### src/rtl/mem_access_stage.sv
// MEM stage: takes one EX result per handshake and issues loads/stores over a req/resp port.
// It builds store lane masks, aligns and extends load data, and presents a registered 1-cycle WB result.
module mem_access_stage #(
  parameter int XLEN       = 64,
  parameter int REG_ADDR_W = 5
) (
  input  logic                  clk,
  input  logic                  rst_n,
  input  logic                  ex_valid,
  output logic                  ex_ready,
  input  logic [XLEN-1:0]       ex_alu_res,
  input  logic [XLEN-1:0]       ex_store_data,
  input  logic [3:0]            ex_mem_op,
  input  logic                  ex_reg_wen,
  input  logic [REG_ADDR_W-1:0] ex_rd,
  input  logic [XLEN-1:0]       ex_pc,
  output logic                  dmem_req_valid,
  input  logic                  dmem_req_ready,
  output logic [XLEN-1:0]       dmem_req_addr,
  output logic                  dmem_req_wen,
  output logic [XLEN-1:0]       dmem_req_wdata,
  output logic [7:0]            dmem_req_wmask,
  input  logic                  dmem_resp_valid,
  input  logic [XLEN-1:0]       dmem_resp_rdata,
  output logic                  wb_valid,
  output logic                  wb_reg_wen,
  output logic [REG_ADDR_W-1:0] wb_reg_waddr,
  output logic [XLEN-1:0]       wb_data,
  output logic [XLEN-1:0]       wb_pc,
  output logic                  misalign_err
);

  localparam logic [1:0] S_IDLE = 2'd0;
  localparam logic [1:0] S_REQ  = 2'd1;
  localparam logic [1:0] S_RESP = 2'd2;
  localparam logic [1:0] S_DONE = 2'd3;

  logic [1:0] state;

  // Decode of the incoming op; codes 12-15 fall through as plain ALU results.
  logic       d_load, d_store, d_uns, d_mis;
  logic [1:0] d_size;
  logic [2:0] off;
  logic [7:0] d_base, d_mask;

  always_comb begin
    d_load  = 1'b0;
    d_store = 1'b0;
    d_uns   = 1'b0;
    d_size  = 2'd0;
    case (ex_mem_op)
      4'd1:  begin d_load  = 1'b1; d_size = 2'd0; end
      4'd2:  begin d_load  = 1'b1; d_size = 2'd1; end
      4'd3:  begin d_load  = 1'b1; d_size = 2'd2; end
      4'd4:  begin d_load  = 1'b1; d_size = 2'd3; end
      4'd5:  begin d_load  = 1'b1; d_size = 2'd0; d_uns = 1'b1; end
      4'd6:  begin d_load  = 1'b1; d_size = 2'd1; d_uns = 1'b1; end
      4'd7:  begin d_load  = 1'b1; d_size = 2'd2; d_uns = 1'b1; end
      4'd8:  begin d_store = 1'b1; d_size = 2'd0; end
      4'd9:  begin d_store = 1'b1; d_size = 2'd1; end
      4'd10: begin d_store = 1'b1; d_size = 2'd2; end
      4'd11: begin d_store = 1'b1; d_size = 2'd3; end
      default: ;
    endcase
    off = ex_alu_res[2:0];
    case (d_size)
      2'd0:    begin d_mis = 1'b0;             d_base = 8'h01; end
      2'd1:    begin d_mis = off[0];           d_base = 8'h03; end
      2'd2:    begin d_mis = (off[1:0] != 0);  d_base = 8'h0F; end
      default: begin d_mis = (off != 3'd0);    d_base = 8'hFF; end
    endcase
    d_mis  = d_mis & (d_load | d_store);
    d_mask = d_store ? (d_base << off) : 8'h00;
  end

  logic                  ld_q, uns_q, wb_wen_q, mis_q;
  logic [1:0]            size_q;
  logic [2:0]            off_q;
  logic [XLEN-1:0]       addr_q, wdata_q, data_q, pc_q;
  logic                  wen_q;
  logic [7:0]            wmask_q;
  logic [REG_ADDR_W-1:0] rd_q;

  // Load alignment and extension from the returned word.
  logic [XLEN-1:0] ld_sh, ld_val;
  always_comb begin
    ld_sh = dmem_resp_rdata >> {off_q, 3'b000};
    case (size_q)
      2'd0:    ld_val = uns_q ? {{(XLEN-8){1'b0}}, ld_sh[7:0]}
                              : {{(XLEN-8){ld_sh[7]}}, ld_sh[7:0]};
      2'd1:    ld_val = uns_q ? {{(XLEN-16){1'b0}}, ld_sh[15:0]}
                              : {{(XLEN-16){ld_sh[15]}}, ld_sh[15:0]};
      2'd2:    ld_val = uns_q ? {{(XLEN-32){1'b0}}, ld_sh[31:0]}
                              : {{(XLEN-32){ld_sh[31]}}, ld_sh[31:0]};
      default: ld_val = ld_sh;
    endcase
  end

  always_ff @(posedge clk or negedge rst_n) begin
    if (!rst_n) begin
      state    <= S_IDLE;
      ld_q     <= 1'b0;
      uns_q    <= 1'b0;
      size_q   <= 2'd0;
      off_q    <= 3'd0;
      addr_q   <= '0;
      wen_q    <= 1'b0;
      wdata_q  <= '0;
      wmask_q  <= 8'h00;
      wb_wen_q <= 1'b0;
      mis_q    <= 1'b0;
      rd_q     <= '0;
      data_q   <= '0;
      pc_q     <= '0;
    end else begin
      case (state)
        S_IDLE: if (ex_valid) begin
          ld_q     <= d_load;
          uns_q    <= d_uns;
          size_q   <= d_size;
          off_q    <= off;
          addr_q   <= {ex_alu_res[XLEN-1:3], 3'b000};
          wen_q    <= d_store;
          wdata_q  <= ex_store_data << {off, 3'b000};
          wmask_q  <= d_mask;
          wb_wen_q <= ex_reg_wen & ~d_store & ~d_mis;
          mis_q    <= d_mis;
          rd_q     <= ex_rd;
          data_q   <= ex_alu_res;
          pc_q     <= ex_pc;
          state    <= (d_mis || !(d_load || d_store)) ? S_DONE : S_REQ;
        end
        S_REQ: if (dmem_req_ready) state <= ld_q ? S_RESP : S_DONE;
        S_RESP: if (dmem_resp_valid) begin
          data_q <= ld_val;
          state  <= S_DONE;
        end
        default: state <= S_IDLE;
      endcase
    end
  end

  assign ex_ready       = (state == S_IDLE);
  assign dmem_req_valid = (state == S_REQ);
  assign dmem_req_addr  = addr_q;
  assign dmem_req_wen   = wen_q;
  assign dmem_req_wdata = wdata_q;
  assign dmem_req_wmask = wmask_q;
  assign wb_valid       = (state == S_DONE);
  assign wb_reg_wen     = wb_valid & wb_wen_q;
  assign wb_reg_waddr   = rd_q;
  assign wb_data        = data_q;
  assign wb_pc          = pc_q;
  assign misalign_err   = wb_valid & mis_q;

endmodule
### config.mk
export PLATFORM = sky130hd
export DESIGN_NAME = mem_access_stage
export DESIGN_NICKNAME = d
export VERILOG_FILES = /design/src/rtl/mem_access_stage.sv
export SDC_FILE = /design/constraint.sdc
export NUM_CORES = 1
export LEC_CHECK = 0
export CORE_AREA = 5 5 209 211
export DETAILED_ROUTE_END_ITERATION = 7
export DIE_AREA = 0 0 214 216
export PLACE_DENSITY = 0.66
export SETUP_SLACK_MARGIN = 0.2
export SYNTH_ARGS = -nofsm -noshare
export SYNTH_HDL_FRONTEND = slang
export SYNTH_SLANG_ARGS = --single-unit
### constraint.sdc
create_clock -name clk -period 2.5 [get_ports clk]
set_input_delay 0.5 -clock clk [delete_from_list [all_inputs] [get_ports clk]]
set_output_delay 0.5 -clock clk [all_outputs]
set_load 0.02 [all_outputs]
==> results of run 1 <==
==> power groups by stage <==
stage | Combinational [mW] | Sequential (mW) | Clock (mW)
5_1_grt | 17.8 | 8.35 | 5.35
4_1_cts | 16.5 | 8.09 | 5.16
3_5_place_dp | 16.4 | 8.11 | 0
6_report | 16.8 | 8.08 | 5.04
2_1_floorplan | 6.48 | 10.3 | 0
3_3_place_gp | 16.2 | 8.05 | 0
==> sequential cells by signal (all words and copies together), names as in the netlist, 2 cells and up <==
name            count
dmem_req_addr      61
dmem_req_wdata     64
dmem_req_wmask      8
off_q               3
size_q              2
state               2
wb_data            64
wb_pc              64
wb_reg_waddr        5
==> area by class of cell <==
cell class / count / area (um^2)
repair buffers: 643 / 6430
multi-input cells: 948 / 7210
flip-flops and latches: 278 / 6960
well taps: 539 / 674
inverters: 11 / 41.3
fillers: 3619 / 19100
clock buffers: 52 / 1030
clock inverters: 8 / 101
==> cells by family (layout without fill, tap and decap cells) <==
family | Yosys count | after routing
AOI/OAI and AO/OA | 347 | 347
DFF | 278 | 278
buffers and inverters | 127 | 714
muxes | 301 | 301
other | 1 | 3
and+or+nand+nor | 293 | 293
adders and majority gates | 4 | 4
==> synthesized netlist by cell type, types with 17 or more instances <==
library cell | n | area, um^2
a211oi_1 | 18 | 135
a21oi_1 | 46 | 230
a22o_1 | 27 | 236
clkbuf_1 | 80 | 300
dfrtp_1 | 278 | 6960
mux2_2 | 177 | 1990
mux2i_1 | 106 | 1060
mux4_2 | 17 | 383
nand2_1 | 177 | 664
nor2_1 | 17 | 63.8
o21ai_0 | 146 | 731
o22ai_1 | 26 | 163
or3_1 | 45 | 282
==> per-stage QoR <==
step	utilization, %	setup WS [ns]	instance area (um^2)	setup TNS (ns)	instances
floorplan	-	0.250	14700	0	1353
detailed placement	50.7	-0.226	21100	-9.10	2407
global placement	50.7	-0.165	21100	-6.63	2407
global route	54.0	0.140	22500	0	2479
CTS	53.6	0.180	22300	0	2472
finish	54.0	0.202	22500	0	2479
==> metal layers <==
layer / up-vias / GRT usage [%] / share of wire (%)
met5: - / 0 / 0.11
met4: 10 / 5.97 / 2.4
met3: 87 / 7.50 / 8.2
met2: 594 / 43.9 / 50
met1: 6603 / 29.9 / 39
li1: 6051 / - / -
==> how the worst max path moves through the flow <==
stage               slack [ns]  cells after the start           to
floorplan                 0.25                      9  wb_data[42]
global placement         -0.17                      8  wb_data[37]
detailed placement       -0.23                      8  wb_data[37]
CTS                       0.18                      7  wb_data[26]
global route              0.14                      8  wb_data[34]
finish                    0.20                      8  wb_data[55]
==> repair_timing <==
| item | in CTS | in global routing |
|---|---|---|
| hold buffers | 1 | 0 |
| gates cloned | 0 | 3 |
| gates resized for setup | 9 | 23 |
| setup endpoints to repair | 37 | 51 |
| hold endpoints to repair | 46 | 0 |
| buffers inserted | 4 | 4 |
| pin swaps | 2 | 6 |
==> placed cells by master (no fill, tap or decap), drive strengths merged, types with 6 or more instances in the layout <==
cell             n
clkdlybuf4s50  534
buf            100
o21ai          154
nor2b           16
mux4            17
nand2          177
mux2i          106
a211oi          18
o22a             8
clkbuf          56
mux2           178
o2111ai          6
a2bb2oi          7
nor3             6
o22ai           26
nor2            18
nand2b           9
a21oi           56
inv             12
a22o            27
a311oi           7
or2             10
o211ai          16
dfrtp          278
or3             45
==> worst max-delay path, cell delays in order, from the launching register on <==
cell       delay (ns)
dfrtp_4          0.55
mux2i_2          0.20
mux4_2           0.53
o41ai_4          0.26
buf_4            0.18
a2111oi_4        0.04
buf_6            0.16
clkbuf_16        0.18
a21oi_1          0.12
==> results.md, run 1 <==
- Cell leakage power: roughly 9.3 nW
- Hold_sp: ex_alu_res[1]
- Core ar.: 41,600 um^2
- Sequential area share after synthesis: 47.5%
- Die Wd: 214 um
- DRC errors left: 0
- Hold WS: about 0.43 ns
- Final net count: 2,191
- Number of synthesized flops with an enable pin: 0
- GRT Overall Usage: about 25%
- R2r startpoint: off_q[1]
- FFs w/ async S/R, synth: 100%
- Largest family of logic cells by synthesized area: multiplexers
- Area share of and/or/nand/nor cells after synthesis: 9.33%
- Number of distinct library cells after synthesis: slightly below 60
- Vert. Die Dim: 216 um
- WL/cell: 24.2 um
- Internal Power: 17.8 mW
- CTS Buf Count: 34
- HP Class: in -> reg
- H-tree depth: 2
- Vias post-DR: between 10,000 and 15,000
- Max-cap violations: 0
- Post-DP HPWL: approximately 46 mm
- Row count: 75
- Worst skew pair latency: about 0.54 ns
- Clock power share: between 10% and 20%
- Req. time, crit path: a little under 3 ns
- RSZ-0062 raised after global routing: true
- DRT iter0 DRCs: 940
- Worst setup startpoint: off_q[1]
- Synthesis Warnings: 0
- Compound-Gate Fraction of Synth Area: 15.3%
- First drt pass iteration count: 5
- # setup viols final: 0
- Relative slew slack: 36.0%
- Xor and xnor area share after synthesis: 0%
- IO Pins: about 550
- Top_reg_cell synth: dfrtp_1
- CTS tree: built
- Final Cycle Share: 91.9%
- Vias in the first global route: approximately 14,000
- Initial cell density of the core: between 30% and 40%
- Final GP Congestion: around 0.89
- Total wire length: between 50 and 60 mm
- Final Max Slew Viols: 0
- Crit Path Max Fanout: 13
- Post-synthesis area per instance: 10.8 um^2
- Antenna-violating nets left: 0
- Initial antenna violation count: 5
- PwrDens: 1330 nW/um^2
- Type of origin of the critical path: flop
- Fin crit period: around 2.3 ns
- Synthesized area: 14,600 um^2
- Clk sink count: roughly 280
- Layout cells sized above 1: 20.8%
- Kind of critical path: reg -> reg
- First-pass GRT wire length: 89.4 mm
- Multiplexer share of the synthesized area: 23.6%
- Fin. Hold Viols: 0
- FF-to-FF setup slack: 0.20 ns
- Antenna diodes: 0
- P_sw: 12.1 mW
- Worst setup EP type: flop
- DIE AREA: ~46,000 um^2
- Gate power share: between 50 and 60%
- Vias/cell: 5.38
- Tightest Pin Transition: 0.956 ns
- VDD IR max: 0.783 mV
- Clock Path Buffers: 3
- Gr ovfl total: 0
- R2R depth: 8
- Fmax achieved: roughly 440 MHz
- CTS Root Cell: clkbuf_16
- P&R area growth vs syn: 53.3%
- Largest net degree at the start of global routing: 75
- Reg2reg end: wb_data[55]
- CTS clk-pin slew, worst paths: 0.06 ns
- Reg power frac: 27.0%
- Post-Synth Adder-Cell Area: 0.342%
- Power consumption: 29.9 mW
- Number of port buffers: 542
- WP data arrival: 2.76 ns
- #FFs+latches synth: ~280
- Hold EP: dmem_req_wmask[1]
- Sw Ratio: 40.5%
- Worst Hold Depth: 3
- Cells after Synth: 1,351
- Worst Clk Skew: around 0.019 ns
- Status: completed
(Power assumes the default switching activity.)
==> inputs of run 2 (changes only) <==
--- a/config.mk
+++ b/config.mk
@@ -5,9 +5,10 @@
 export SDC_FILE = /design/constraint.sdc
 export NUM_CORES = 1
 export LEC_CHECK = 0
-export CORE_AREA = 5 5 209 211
+export CORE_AREA = 5 5 210 212
 export DETAILED_ROUTE_END_ITERATION = 7
-export DIE_AREA = 0 0 214 216
+export DIE_AREA = 0 0 215 217
+export GPL_ROUTABILITY_DRIVEN = 0
 export PLACE_DENSITY = 0.66
 export SETUP_SLACK_MARGIN = 0.2
 export SYNTH_ARGS = -nofsm -noshare
==> run 2 against run 1 <==
Compared with the run above:
- power increased by 1.0%
- sequential power about the same
- final cell count increased by 0.44%
- maximum frequency decreased by 4.3%
- routed wire length about the same
- via count decreased by 0.74%
- register-to-register slack got worse by 0.10 ns
- non-clock buffer count increased by 10
- first-iteration DRC count decreased by 3.3%
- sequential share of layout area decreased by 0.31 points
- flip-flop and latch count unchanged
- critical path type unchanged
- setup slack got worse by 0.10 ns
- largest power group unchanged
==> results.md, run 2 (synthesis results as in run 1) <==
- Initial antenna violation count: 4 (was 5)
- R2r startpoint: off_q[1] (unchanged)
- Largest net degree at the start of global routing: 79 (was 75)
- Worst setup EP type: flop (unchanged)
- Most frequent cells in the layout: 534 x clkdlybuf4s50_1, 275 x dfrtp_1, 177 x mux2_2 (unchanged)
- Die Wd: 215 um (was 214 um)
- DIE AREA: 46,700 um^2 (was 46,200 um^2)
- CTS Buf Count: 35 (was 34)
- Min setup slack post-route: 0.0992 ns (was 0.202 ns)
- GRT Overall Usage: 24.4% (was 24.8%)
- Post-route insts no fill: 2,490 (was 2,479)
- # setup viols final: 0 (unchanged)
- H-tree depth: 2 (unchanged)
- P&R area growth vs syn: 54.9% (was 53.3%)
- PwrDens: 1330 nW/um^2 (about the same)
- Final net count: 2,202 (was 2,191)
- CP peak stage delay: 0.56 ns (was 0.55 ns)
- Sequential cell area: 6970 um^2 (was 6960 um^2)
- Crit path cell chain: buf_6 > mux2_4 > a32oi_4 > o31ai_4 > a2111oi_4 > buf_6 > buf_6 > a21oi_1 (was mux2i_2 > mux4_2 > o41ai_4 > buf_4 > a2111oi_4 > buf_6 > clkbuf_16 > a21oi_1)
- WL/cell: 24.0 um (was 24.2 um)
- Total wire length: 59.9 mm (about the same)
- R2R depth: 8 (unchanged)
- DRC errors left: 0 (unchanged)
- Antenna diodes: 0 (unchanged)
- CTS clk-pin slew, worst paths: 0.06 ns (about the same)
- Stages on worst setup path: 8 (unchanged)
- Buf/Inv on CP: 3 (unchanged)
- Dpl cell area: 21,100 um^2 (about the same)
- Crit Path Max Fanout: 8 (was 13)
- HP Class: reg -> reg (was in -> reg)
- Clock Path Buffers: 3 (unchanged)
- Worst Clk Skew: 0.0155 ns (was 0.0185 ns)
- Kind of critical path: reg -> reg (unchanged)
- RSZ-0062 raised after global routing: true (unchanged)
- Antenna-violating nets left: 0 (unchanged)
- Power consumption: 30.2 mW (was 29.9 mW)
- Final Max Slew Viols: 0 (unchanged)
- Status: completed (unchanged)
- Layout cells sized above 1: 22.5% (was 20.8%)
- First-pass GRT wire length: 88.1 mm (was 89.4 mm)
- Final Cell Area: 22,700 um^2 (was 22,500 um^2)
- Commonest non-fill, non-tap cell in the layout: clkdlybuf4s50_1 (unchanged)
- Util after Layout: 54.3% (was 54.0%)
- Tightest Pin Transition: 0.773 ns (was 0.956 ns)
- Cell leakage power: 9.38 nW (was 9.30 nW)
- Crit path top cell by count: buf_6
- Worst Hold Depth: 2 (was 3)
- Clk sink count: 278 (unchanged)
- Row count: 75 (unchanged)
- Vias/cell: 5.32 (was 5.38)
- Vias in the first global route: 13,900 (about the same)
- Max-cap violations: 0 (unchanged)
- Worst skew pair latency: 0.54 ns (about the same)
- Fin crit period: 2.40 ns (was 2.30 ns)
- Hold_sp: ld_q (was ex_alu_res[1])
- Fin. Hold Viols: 0 (unchanged)
- Vias post-DR: 13,200 (was 13,300)
- First drt pass iteration count: 5 (unchanged)
- VDD IR max: 0.827 mV (was 0.783 mV)
- IO Pins: 546 (unchanged)
- Placed Cells: 2,412 (was 2,407)
- Vert. Die Dim: 217 um (was 216 um)
- Core ar.: 41,800 um^2 (was 41,600 um^2)
- Post-DP HPWL: 46.1 mm (was 46.0 mm)
- Final Cycle Share: 96.0% (was 91.9%)
- CTS tree: built (unchanged)
- Gr ovfl total: 0 (unchanged)
- Crit-path leading delay family: compound AO/OA/AOI/OAI gates (was multiplexers)
- Relative slew slack: 48.3% (was 36.0%)
- Layout fillers: 3,612 (was 3,619)
- Fmax achieved: 417 MHz (was 435 MHz)
- Area of the multi-input gates: 7320 um^2 (was 7210 um^2)
- Pre-CTS WS: -0.261 ns (was -0.226 ns)
- Type of origin of the critical path: flop (unchanged)
- Hold WS: 0.473 ns (was 0.433 ns)
- Req. time, crit path: 2.92 ns (was 2.96 ns)
- Setup_tns: 0 ns (unchanged)
- Initial cell density of the core: 35.1% (was 35.2%)
- WP data arrival: 2.82 ns (was 2.76 ns)
- Hold EP: ld_q (was dmem_req_wmask[1])
- Number of port buffers: 542 (unchanged)
- CTS Root Cell: clkbuf_16 (unchanged)
- DRT iter0 DRCs: 909 (was 940)
- Slowest-stage cell, CP: dfrtp_4 (unchanged)
- Reg2reg end: wb_data[63] (was wb_data[55])
- FF-to-FF setup slack: 0.1 ns (was 0.20 ns)
run 2: repair_timing:
| action | in CTS | in global routing |
|---|---|---|
| hold endpoints to repair | 54 | 0 |
| pin swaps | 0 | 6 |
| gates cloned | 1 | 3 |
| setup buffers | 6 | 6 |
| hold buffers | 1 | 0 |
| resized for setup | 13 | 49 |
| endpoints found under the setup margin | 61 | 58 |
run 2: layout make-up:
cell class	instances	area share, %
Clock buffer	48	4.52
Clock inverter	13	0.679
Inverter	11	0.182
Multi-Input combinational cell	948	32.3
Sequential cell	278	30.7
Tap cell	539	2.97
Timing Repair Buffer	653	28.6
run 2: report_power, final:
part           internal, mW  total (mW)  leakage [nW]  switching (mW)
sequential             6.72        8.10          3.36            1.38
combinational          8.05        16.9          5.44            8.87
clock                  3.11        5.18         0.580            2.08
run 2: worst min-delay path: stages (launching register included):
cell and delay, ns:
dfrtp_1 0.34, nand2_1 0.04, o21ai_0 0.06
run 2: metal layers:
layer	wire [um]	global-route usage, %	part of all wire (%)
met1	22800	28.2	38
met2	29300	42.0	49
met3	5140	8.30	8.6
met4	2610	9.75	4.4
met5	42	0	0.070
run 2: worst max-delay path by stage:
stage	from	end	slack (ns)
final	off_q[1]	wb_data[63]	0.1
after global routing	off_q[1]	wb_data[63]	0.06
after CTS	state[0]	wb_data[34]	0.16
after detailed placement	dmem_resp_rdata[15]	wb_data[24]	-0.26
after global placement	dmem_resp_rdata[15]	wb_data[14]	-0.21
after floorplan	state[0]	wb_data[42]	0.25
